## src/rtl/axis_pi_v1_0_pkg.sv

```systemverilog
// Shared defaults and the signed clamp helper for the AXI-Stream PI controller.
// The clamp works on 64-bit signed values so callers of any width can share it.
package axis_pi_v1_0_pkg;

    localparam int DEF_INOUT_WIDTH            = 16;
    localparam int DEF_INOUT_DECIMAL_WIDTH    = 14;
    localparam int DEF_GAIN_WIDTH             = 16;
    localparam int DEF_GAIN_DECIMAL_WIDTH     = 14;
    localparam int DEF_INTERNAL_WIDTH         = 16;
    localparam int DEF_INTERNAL_DECIMAL_WIDTH = 14;

    function automatic logic signed [63:0] satClamp(
        input logic signed [63:0] value,
        input logic signed [63:0] lo,
        input logic signed [63:0] hi
    );
        if (value > hi) begin
            return hi;
        end
        if (value < lo) begin
            return lo;
        end
        return value;
    endfunction

endpackage

```

## src/rtl/axis_pi_sat.sv

```systemverilog
// Limit comparison and clamp of a signed value into [min_i, max_i].
// The caller recovers the saturation side by comparing the result with the input.
module axis_pi_sat
    import axis_pi_v1_0_pkg::*;
#(
    parameter int VALUE_WIDTH = DEF_INTERNAL_WIDTH,
    parameter int LIMIT_WIDTH = DEF_INOUT_WIDTH
) (
    input  logic signed [VALUE_WIDTH-1:0] value_i,
    input  logic signed [LIMIT_WIDTH-1:0] max_i,
    input  logic signed [LIMIT_WIDTH-1:0] min_i,
    output logic signed [LIMIT_WIDTH-1:0] clamped_o
);

    assign clamped_o = LIMIT_WIDTH'(satClamp(64'(value_i), 64'(min_i), 64'(max_i)));

endmodule

```

## src/rtl/axis_pi_v1_0.sv

```systemverilog
// PI controller on AXI-Stream samples: one step per accepted input sample,
// full-precision integrator with conditional anti-windup, registered clamped output.
module axis_pi_v1_0
    import axis_pi_v1_0_pkg::*;
#(
    parameter int inout_width            = DEF_INOUT_WIDTH,
    parameter int inout_decimal_width    = DEF_INOUT_DECIMAL_WIDTH,
    parameter int gain_width             = DEF_GAIN_WIDTH,
    parameter int gain_decimal_width     = DEF_GAIN_DECIMAL_WIDTH,
    parameter int internal_width         = DEF_INTERNAL_WIDTH,
    parameter int internal_decimal_width = DEF_INTERNAL_DECIMAL_WIDTH
) (
    input  logic                          aclk,
    input  logic                          resetn,
    input  logic signed [gain_width-1:0]  kp,
    input  logic signed [gain_width-1:0]  ki,
    input  logic signed [inout_width-1:0] output_max,
    input  logic signed [inout_width-1:0] output_min,
    input  logic signed [inout_width-1:0] s_axis_input_tdata,
    input  logic                          s_axis_input_tvalid,
    input  logic                          s_axis_input_tlast,
    output logic                          s_axis_input_tready,
    input  logic signed [inout_width-1:0] s_axis_reference_tdata,
    input  logic                          s_axis_reference_tvalid,
    input  logic                          s_axis_reference_tlast,
    output logic                          s_axis_reference_tready,
    output logic signed [inout_width-1:0] m_axis_output_tdata,
    output logic                          m_axis_output_tvalid,
    output logic                          m_axis_output_tlast,
    input  logic                          m_axis_output_tready
);

    localparam int ERR_W  = inout_width + 1;
    localparam int PROD_W = ERR_W + gain_width;
    localparam int ACC_W  = inout_width + gain_width + 8;
    localparam int SUM_W  = ACC_W + 1;
    localparam logic signed [63:0] INT_MAX = (64'sd1 <<< (internal_width - 1)) - 64'sd1;
    localparam logic signed [63:0] INT_MIN = -(64'sd1 <<< (internal_width - 1));

    if (internal_width < inout_width || internal_decimal_width != inout_decimal_width) begin : g_formatCheck
        $error("axis_pi_v1_0: internal format must cover the inout format");
    end

    logic signed [ERR_W-1:0]          err;
    logic signed [PROD_W-1:0]         prop;
    logic signed [PROD_W-1:0]         inc;
    logic signed [ACC_W-1:0]          acc_q;
    logic signed [ACC_W-1:0]          acc_d;
    logic signed [SUM_W-1:0]          sum;
    logic signed [SUM_W-1:0]          sumShifted;
    logic signed [internal_width-1:0] u_q;
    logic signed [internal_width-1:0] u_d;
    logic signed [inout_width-1:0]    uPrevClamped;
    logic signed [inout_width-1:0]    outData_d;
    logic signed [inout_width-1:0]    outData_q;
    logic                             outValid_q;
    logic                             outLast_q;
    logic                             atMax;
    logic                             atMin;
    logic                             beyondLimit;
    logic                             integrate;
    logic                             unused_inputs;

    assign unused_inputs = ^{m_axis_output_tready, s_axis_reference_tvalid, s_axis_reference_tlast};

    assign err  = ERR_W'(s_axis_reference_tdata) - ERR_W'(s_axis_input_tdata);
    assign prop = PROD_W'(err) * PROD_W'(kp);
    assign inc  = PROD_W'(err) * PROD_W'(ki);

    // Anti-windup looks at where the previous unsaturated sum sat against today's limits.
    axis_pi_sat #(
        .VALUE_WIDTH(internal_width),
        .LIMIT_WIDTH(inout_width)
    ) u_satPrev (
        .value_i  (u_q),
        .max_i    (output_max),
        .min_i    (output_min),
        .clamped_o(uPrevClamped)
    );

    assign atMax       = (uPrevClamped == output_max);
    assign atMin       = (uPrevClamped == output_min);
    assign beyondLimit = (internal_width'(uPrevClamped) != u_q);

    always_comb begin
        integrate = 1'b0;
        if (!atMax && !atMin) begin
            integrate = 1'b1;
        end else if (beyondLimit && atMax) begin
            integrate = inc[PROD_W-1];
        end else if (beyondLimit && atMin) begin
            integrate = !inc[PROD_W-1] && (inc != '0);
        end
    end

    assign acc_d      = integrate ? (acc_q + ACC_W'(inc)) : acc_q;
    assign sum        = SUM_W'(prop) + SUM_W'(acc_d);
    assign sumShifted = sum >>> gain_decimal_width;
    // Pinning to the internal range keeps the ordering against the limits intact.
    assign u_d        = internal_width'(satClamp(64'(sumShifted), INT_MIN, INT_MAX));

    axis_pi_sat #(
        .VALUE_WIDTH(internal_width),
        .LIMIT_WIDTH(inout_width)
    ) u_satOut (
        .value_i  (u_d),
        .max_i    (output_max),
        .min_i    (output_min),
        .clamped_o(outData_d)
    );

    always_ff @(posedge aclk or posedge resetn) begin
        if (resetn) begin
            acc_q      <= '0;
            u_q        <= '0;
            outData_q  <= '0;
            outValid_q <= 1'b0;
            outLast_q  <= 1'b0;
        end else begin
            outValid_q <= s_axis_input_tvalid;
            if (s_axis_input_tvalid) begin
                acc_q     <= acc_d;
                u_q       <= u_d;
                outData_q <= outData_d;
                outLast_q <= s_axis_input_tlast;
            end
        end
    end

    assign s_axis_input_tready     = !resetn;
    assign s_axis_reference_tready = !resetn;
    assign m_axis_output_tdata     = outData_q;
    assign m_axis_output_tvalid    = outValid_q;
    assign m_axis_output_tlast     = outLast_q;

endmodule

```

## config.mk

```make
export PLATFORM = sky130hd
export DESIGN_NAME = axis_pi_v1_0
export DESIGN_NICKNAME = d
export VERILOG_FILES = /design/src/rtl/axis_pi_v1_0_pkg.sv /design/src/rtl/axis_pi_sat.sv /design/src/rtl/axis_pi_v1_0.sv
export SDC_FILE = /design/constraint.sdc
export NUM_CORES = 2
export LEC_CHECK = 0
export CAP_MARGIN = 20
export CORE_ASPECT_RATIO = 0.75
export CORE_MARGIN = 4
export CORE_UTILIZATION = 35
export CTS_BUF_LIST = sky130_fd_sc_hd__clkbuf_8
export CTS_CLUSTER_SIZE = 25
export DETAILED_ROUTE_END_ITERATION = 12
export PLACE_DENSITY = 0.55
export SLEW_MARGIN = 20
export SYNTH_ARGS = -nofsm -noshare
export SYNTH_HDL_FRONTEND = slang
export SYNTH_SLANG_ARGS = --single-unit
```

## constraint.sdc

```tcl
create_clock -name aclk -period 26.3 [get_ports aclk]
set_clock_uncertainty 0.15 [all_clocks]
set_input_delay 3.945 -clock aclk [delete_from_list [all_inputs] [get_ports aclk]]
set_output_delay 3.945 -clock aclk [all_outputs]
set_load 0.02 [all_outputs]
```

# Word level (Yosys, flattened, before mapping)
# Index checks and enable logic that the tools add are counted.
[totals]
register_bits = 74
inputBits = 103
output_inout_bits = 20
word_cells = 53
[classes]
n_addsub = 3
mul = 2
n_lt_le_gt_ge = 6
n_eq_ne = 3
mux = 25
n_reduce_logical = 9
[ops]
columns = ["op", "count"]
rows = [
  ["2-to-1 mux 16 bit", 12],
  ["multiplier 17 x 16 -> 33 bit", 2],
  ["adder 33 x 40 -> 41 bit", 1],
  ["adder 40 x 33 -> 40 bit", 1],
  ["2-to-1 mux 40 bit", 1],
  ["nonzero test 33 bit", 1],
  ["== test 16 bit", 2],
  ["> comparator 16 bit", 2],
  ["less-than comparator 16 bit", 2],
  ["> comparator 27 x 16 -> 1 bit (second input constant)", 1],
  ["less-than comparator 27 x 16 -> 1 bit (second input constant)", 1],
  ["subtractor 16 x 16 -> 17 bit", 1],
  ["inequality test 16 bit", 1],
  ["2-to-1 mux 1 bit", 12],
  ["logical AND 1 bit", 4],
  ["zero test 1 bit", 4],
]

# Longest topological paths before layout
[depth]
word_depth = 22
depth_mapped = 81
ltp_nobuf = 76

# Modules after synthesis
# Synthesis repeated with hierarchy kept, for this count alone.
[hier_totals]
hier_cells = 3620
area_unflattened_um2 = 32248.4
[by_module_without_submodules]
columns = ["mod", "instances", "cells_per_inst", "area_each_um2", "seq_area_each_um2"]
rows = [
  ["axis_pi_v1_0", 1, 3252, 29788.6, 1851.8],
  ["axis_pi_sat", 2, 184, 1229.9, 0.0],
]

# Worst setup path before layout
# OpenSTA, ideal clock, no wires.
[synth_timing]
path_type = "in2reg"
startpoint = "input s_axis_reference_tdata[0]"
endpoint = "register outData_q[10] (netlist: m_axis_output_tdata[10])"
setup_time_ps = 66
t_arrival_ps = 21294
required_time_ps = 26084
slack_ps = 4790
path_stages = 67
n_path_buf = 4
path_cell_list = "inv_1 ha_1 fa_1 nor2b_1 o21ai_0 a21boi_0 o21ai_0 a21boi_0 o21ai_0 a21boi_0 o21ai_0 a21oi_1 a41o_1 o22ai_1 clkbuf_1 and2_1 fa_1 fa_1 [31 not listed] o221ai_1 or4bb_1 or4_4 o21a_1 o21ai_0 ha_1 nor2b_1 o21a_1 o21a_1 o21a_1 o21a_1 o21a_1 o21ai_0 a31oi_1 clkbuf_1 nor2b_1 dlygate4sd1_1 a31o_1"
[synth_between]
elab_chain_len = 19
word_cells_on_any_way = 28
cone_classes = "3 x add/sub; 2 x mul; 4 x order compare; 16 x mux; 3 x reduce/logical"
[synth_lines]
columns = ["element", "line", "text"]
rows = [
  ["from (decl)", "axis_pi_v1_0.sv:23", "input logic signed [inout_width-1:0] s_axis_reference_tdata,"],
  ["subtractor 16 x 16 -> 17 bit (*)", "axis_pi_v1_0.sv:66", "assign err = ERR_W'(s_axis_reference_tdata) - ERR_W'(s_axis_input_tdata);"],
  ["multiplier 17 x 16 -> 33 bit (*)", "axis_pi_v1_0.sv:68", "assign inc = PROD_W'(err) * PROD_W'(ki);"],
  ["parallel branches: the longest is 5 deep, another holds adder 40 x 33 -> 40 bit", "--", ""],
  ["2-to-1 mux 40 bit (*)", "axis_pi_v1_0.sv:96", "assign acc_d = integrate ? (acc_q + ACC_W'(inc)) : acc_q;"],
  ["net acc_d[12]", "axis_pi_v1_0.sv:48", "logic signed [ACC_W-1:0] acc_d;"],
  ["adder 33 x 40 -> 41 bit (*)", "axis_pi_v1_0.sv:97", "assign sum = SUM_W'(prop) + SUM_W'(acc_d);"],
  ["less-than comparator 27 x 16 -> 1 bit", "axis_pi_v1_0_pkg.sv:20", "if (value < lo) begin"],
  ["2-to-1 mux 1 bit (2 in series)", "axis_pi_v1_0_pkg.sv:20", ""],
  ["2-to-1 mux 16 bit", "axis_pi_v1_0_pkg.sv:23", "return value;"],
  ["2-to-1 mux 16 bit (*)", "axis_pi_v1_0_pkg.sv:20", ""],
  ["net u_d[1]", "axis_pi_v1_0.sv:52", "logic signed [internal_width-1:0] u_d;"],
  ["less-than comparator 16 bit", "axis_pi_v1_0_pkg.sv:20", ""],
  ["2-to-1 mux 1 bit (2 in series)", "axis_pi_v1_0_pkg.sv:20", ""],
  ["2-to-1 mux 16 bit", "axis_pi_v1_0_pkg.sv:23", ""],
  ["2-to-1 mux 16 bit (*)", "axis_pi_v1_0_pkg.sv:20", ""],
  ["to (signal assigned)", "axis_pi_v1_0.sv:124", "outData_q <= outData_d;"],
  ["to (decl)", "axis_pi_v1_0.sv:55", "logic signed [inout_width-1:0] outData_q;"],
]
# Mark *: on every way through the listed nets, which the timed path passes. The select of a mux whose other input is x is not followed.
# A chain may end at the register's enable or synchronous reset.

# Worst setup path after layout
[layout_timing]
startpoint = "input s_axis_reference_tdata[0]"
endpoint = "register outData_q[14] (netlist: m_axis_output_tdata[14])"
# The elaborated chain is that of the path after synthesis.

==> impl_results.md <==
- Hold_buf cts: 0
- Drt wl/cell: 18.81 µm
- ANT nets after route: 0
- Die width: between 300 and 400 µm
- Core area: 91,410 µm²
- Gr ovfl total: 0
- Top FF cell, synth: dfrtp_1
- Worst Hold Class: reg -> reg
- # rows: 96
- CP Launch Type: primary input
- Worst Path Arrival: ~25 ns
- Post-synth cell types: 90
- Synthesized area per cell: 8.885 µm²
- CP max-delay cell: a2111oi_1
- #FFs+latches synth: 74
- GP Congestion: 0.9384
- Final Hold Fails: 0
- Reg2reg start: u_q[7]
- DIE AREA: a little under 100,000 µm²
- Setup violators final: 0
- TritonCTS buffer count: 9
- H-tree Lvls: 3
- Unrepaired setup endpoints after global routing: false
- I/O pin cnt: 123
- GR Util All Layers: between 10% and 20%
- Largest net degree at the start of global routing: 46
- Slew HR: 26.48%
- Global-route wire length before repair: 151,400 µm
- Final slew viol count: 0
- Asr flop ratio synth: 100.0%
- Critical Path Sink Type: register
- Hold path startpoint: acc_q[39]
- Yosys warns: 0
- Worst-Skew Late Latency: 0.46 ns
- Pre-Repair DR Iteration Count: 5
- Outcome: finished clean
- Post-synth EDFFs: 0
- Avg Vias per Cell: 5.080
- Vias in the first global route: between 20,000 and 30,000
- DR vias: 24,960
- Initial antenna violation count: 0
- Mapped cell area: 32,260 µm²
- Critical path endpoint: m_axis_output_tdata[14]
- TNS Setup: 0 ns
- Layout area overhead: 8.947%
- Reg2reg path depth: 43
- Die H: 270.9 µm
- Most used cell, CP: fa_1
- Actual slew at the worst max-slew pin: 1.102 ns
- Starting Density: 35.29%
- Fmax: 0.04006 GHz
- # Post-CTS Setup Buffers: 0
- Minimum clock period: 24.96 ns
- Layout net count: 4,714
- Residual DRC: 0
- R2R Setup Slk: 12.15 ns
- Sequential share of the synthesized area: 5.740%
- DRT iter0 DRCs: 1,789
- Final wirelength: approximately 90,000 µm
- Max-cap violation count: 0
- Post-Syn Nets: 4,665
- Final HPWL from detailed placement: a little under 80,000 µm
- Tcrit/Tclk final: 94.92%
- Reg2Reg Capture Point: m_axis_output_tdata[14]
- CTS clock-pin slew for the worst setup and hold paths: 0.09 ns
- Post-CTS Resized: 0
- WS Path Type: in -> reg
- TritonCTS clock tree: done
- Synth Instances: between 3,000 and 4,000
- Clk sinks: 74
- Ratio of cells with drive above 1 in the final layout: 5.537%
- Crit path from: s_axis_reference_tdata[0]
- CP max stage delay: roughly 0.73 ns
- PortBufs: 119
- Required @ worst endpoint: 26.48 ns
- Clk buf depth: 2
- Crit path max fanout: 32
- Clk Tree Root Cell: clkbuf_8
-- state kept, by name (all words and copies together) (netlist names) --
register	cells
m_axis_output_tlast	1
u_q	16
acc_q	40
m_axis_output_tdata	16
m_axis_output_tvalid	1
-- cell type report --
class	instances	area, µm²
multi-input cells	2731	27350
well taps	1225	1533
repair buffers	176	1614
inverters	688	2584
diodes	3	7.507
flip-flops and latches	74	1852
clock inverters	6	82.58
fillers	9305	56260
clock buffers	9	123.9
-- synthesized netlist by cell type (15+ instances only) --
master	instances	area (µm²)
inv_1	688	2582
fa_1	616	12330
nand2_1	382	1434
ha_1	315	3941
and2_1	198	1239
nor2_1	137	514.2
clkbuf_1	118	442.9
a21oi_1	117	585.6
o21ai_0	108	540.5
xnor2_1	100	875.8
mux2_2	75	844.6
dfrtp_1	74	1852
nor2b_1	61	381.6
nand3_1	57	285.3
nand2b_1	49	306.5
nor3_1	44	220.2
xor2_1	42	367.9
a21o_1	35	262.8
nand4_1	31	193.9
o21a_1	27	202.7
o21bai_1	25	187.7
and3_1	23	143.9
a211oi_1	22	165.2
mux2i_1	22	220.2
a31oi_1	18	112.6
o31ai_1	15	112.6
-- worst max-delay path: cells and delay by family --
kind,cells,cell delay [ns]
xor+xnor,1,0.09
buf+inv,9,1.66
fa+ha+maj,17,7.35
mux,1,0.28
simple gates,18,3.82
compound gates,30,7.95
-- worst min-delay path by stage --
stage                     end  slack (ns)  cells after the start
floorplan           acc_q[39]        0.32                      1
global placement    acc_q[39]        0.33                      1
detailed placement  acc_q[39]        0.34                      1
CTS                 acc_q[39]        0.36                      1
global route        acc_q[39]        0.40                      1
finish              acc_q[39]        0.35                      1
-- cells in the final DEF, fill, tap and decap left out, types with 27 or more instances in the layout --
master | netlist | layout
inv_1 | 688 | 687
nand3_1 | 57 | 57
o21ai_0 | 108 | 107
nor3_1 | 44 | 42
a21oi_1 | 117 | 117
buf_4 | 1 | 57
xnor2_1 | 100 | 97
mux2_2 | 75 | 75
dfrtp_1 | 74 | 74
xor2_1 | 42 | 40
o21a_1 | 27 | 27
fa_1 | 616 | 615
nor2b_1 | 61 | 61
a21o_1 | 35 | 35
nor2_1 | 137 | 131
ha_1 | 315 | 315
nand2_1 | 382 | 381
nand2b_1 | 49 | 49
and2_1 | 198 | 198
clkdlybuf4s50_1 | 0 | 118
nand4_1 | 31 | 31
-- cells by family (layout without fill, tap and decap cells) --
kind of cell               Yosys count  in the layout  synth area share [%]
and+or+nand+nor                   1058           1058                 16.38
adders and majority gates          933            933                 50.50
buffers and inverters              826            879                 9.812
AOI/OAI and AO/OA                  495            495                 10.20
xor gates and xnor gates           142            142                 3.855
muxes                              103            103                 3.510
DFF                                 74             74                 5.740
other                                0              3                     0
-- through the flow --
stage	util [%]	area (µm²)	setup WS [ns]	cells	hold slack (ns)
after floorplan	-	32260	4.790	3631	0.3159
after global placement	38.21	34930	1.142	4894	0.3341
after detailed placement	38.21	34930	1.103	4894	0.3394
after CTS	38.44	35140	1.497	4909	0.3591
after global routing	38.44	35140	0.03875	4909	0.3969
final	38.45	35150	1.337	4912	0.3547
-- metal layers --
layer  up-vias  share of wire, %  global-route usage (%)  wire, µm
li1      11680                 -                       -         -
met1     12440                52                   31.83     47710
met2       773                39                   27.22     35820
met3        57               8.5                   4.833      7888
met4         0               1.0                   2.097       959
met5         -                 0                       0         0
Power is left out: the tool's default activity adds up to more than one toggle a clock period on the data nets, which glitch-free logic cannot reach.
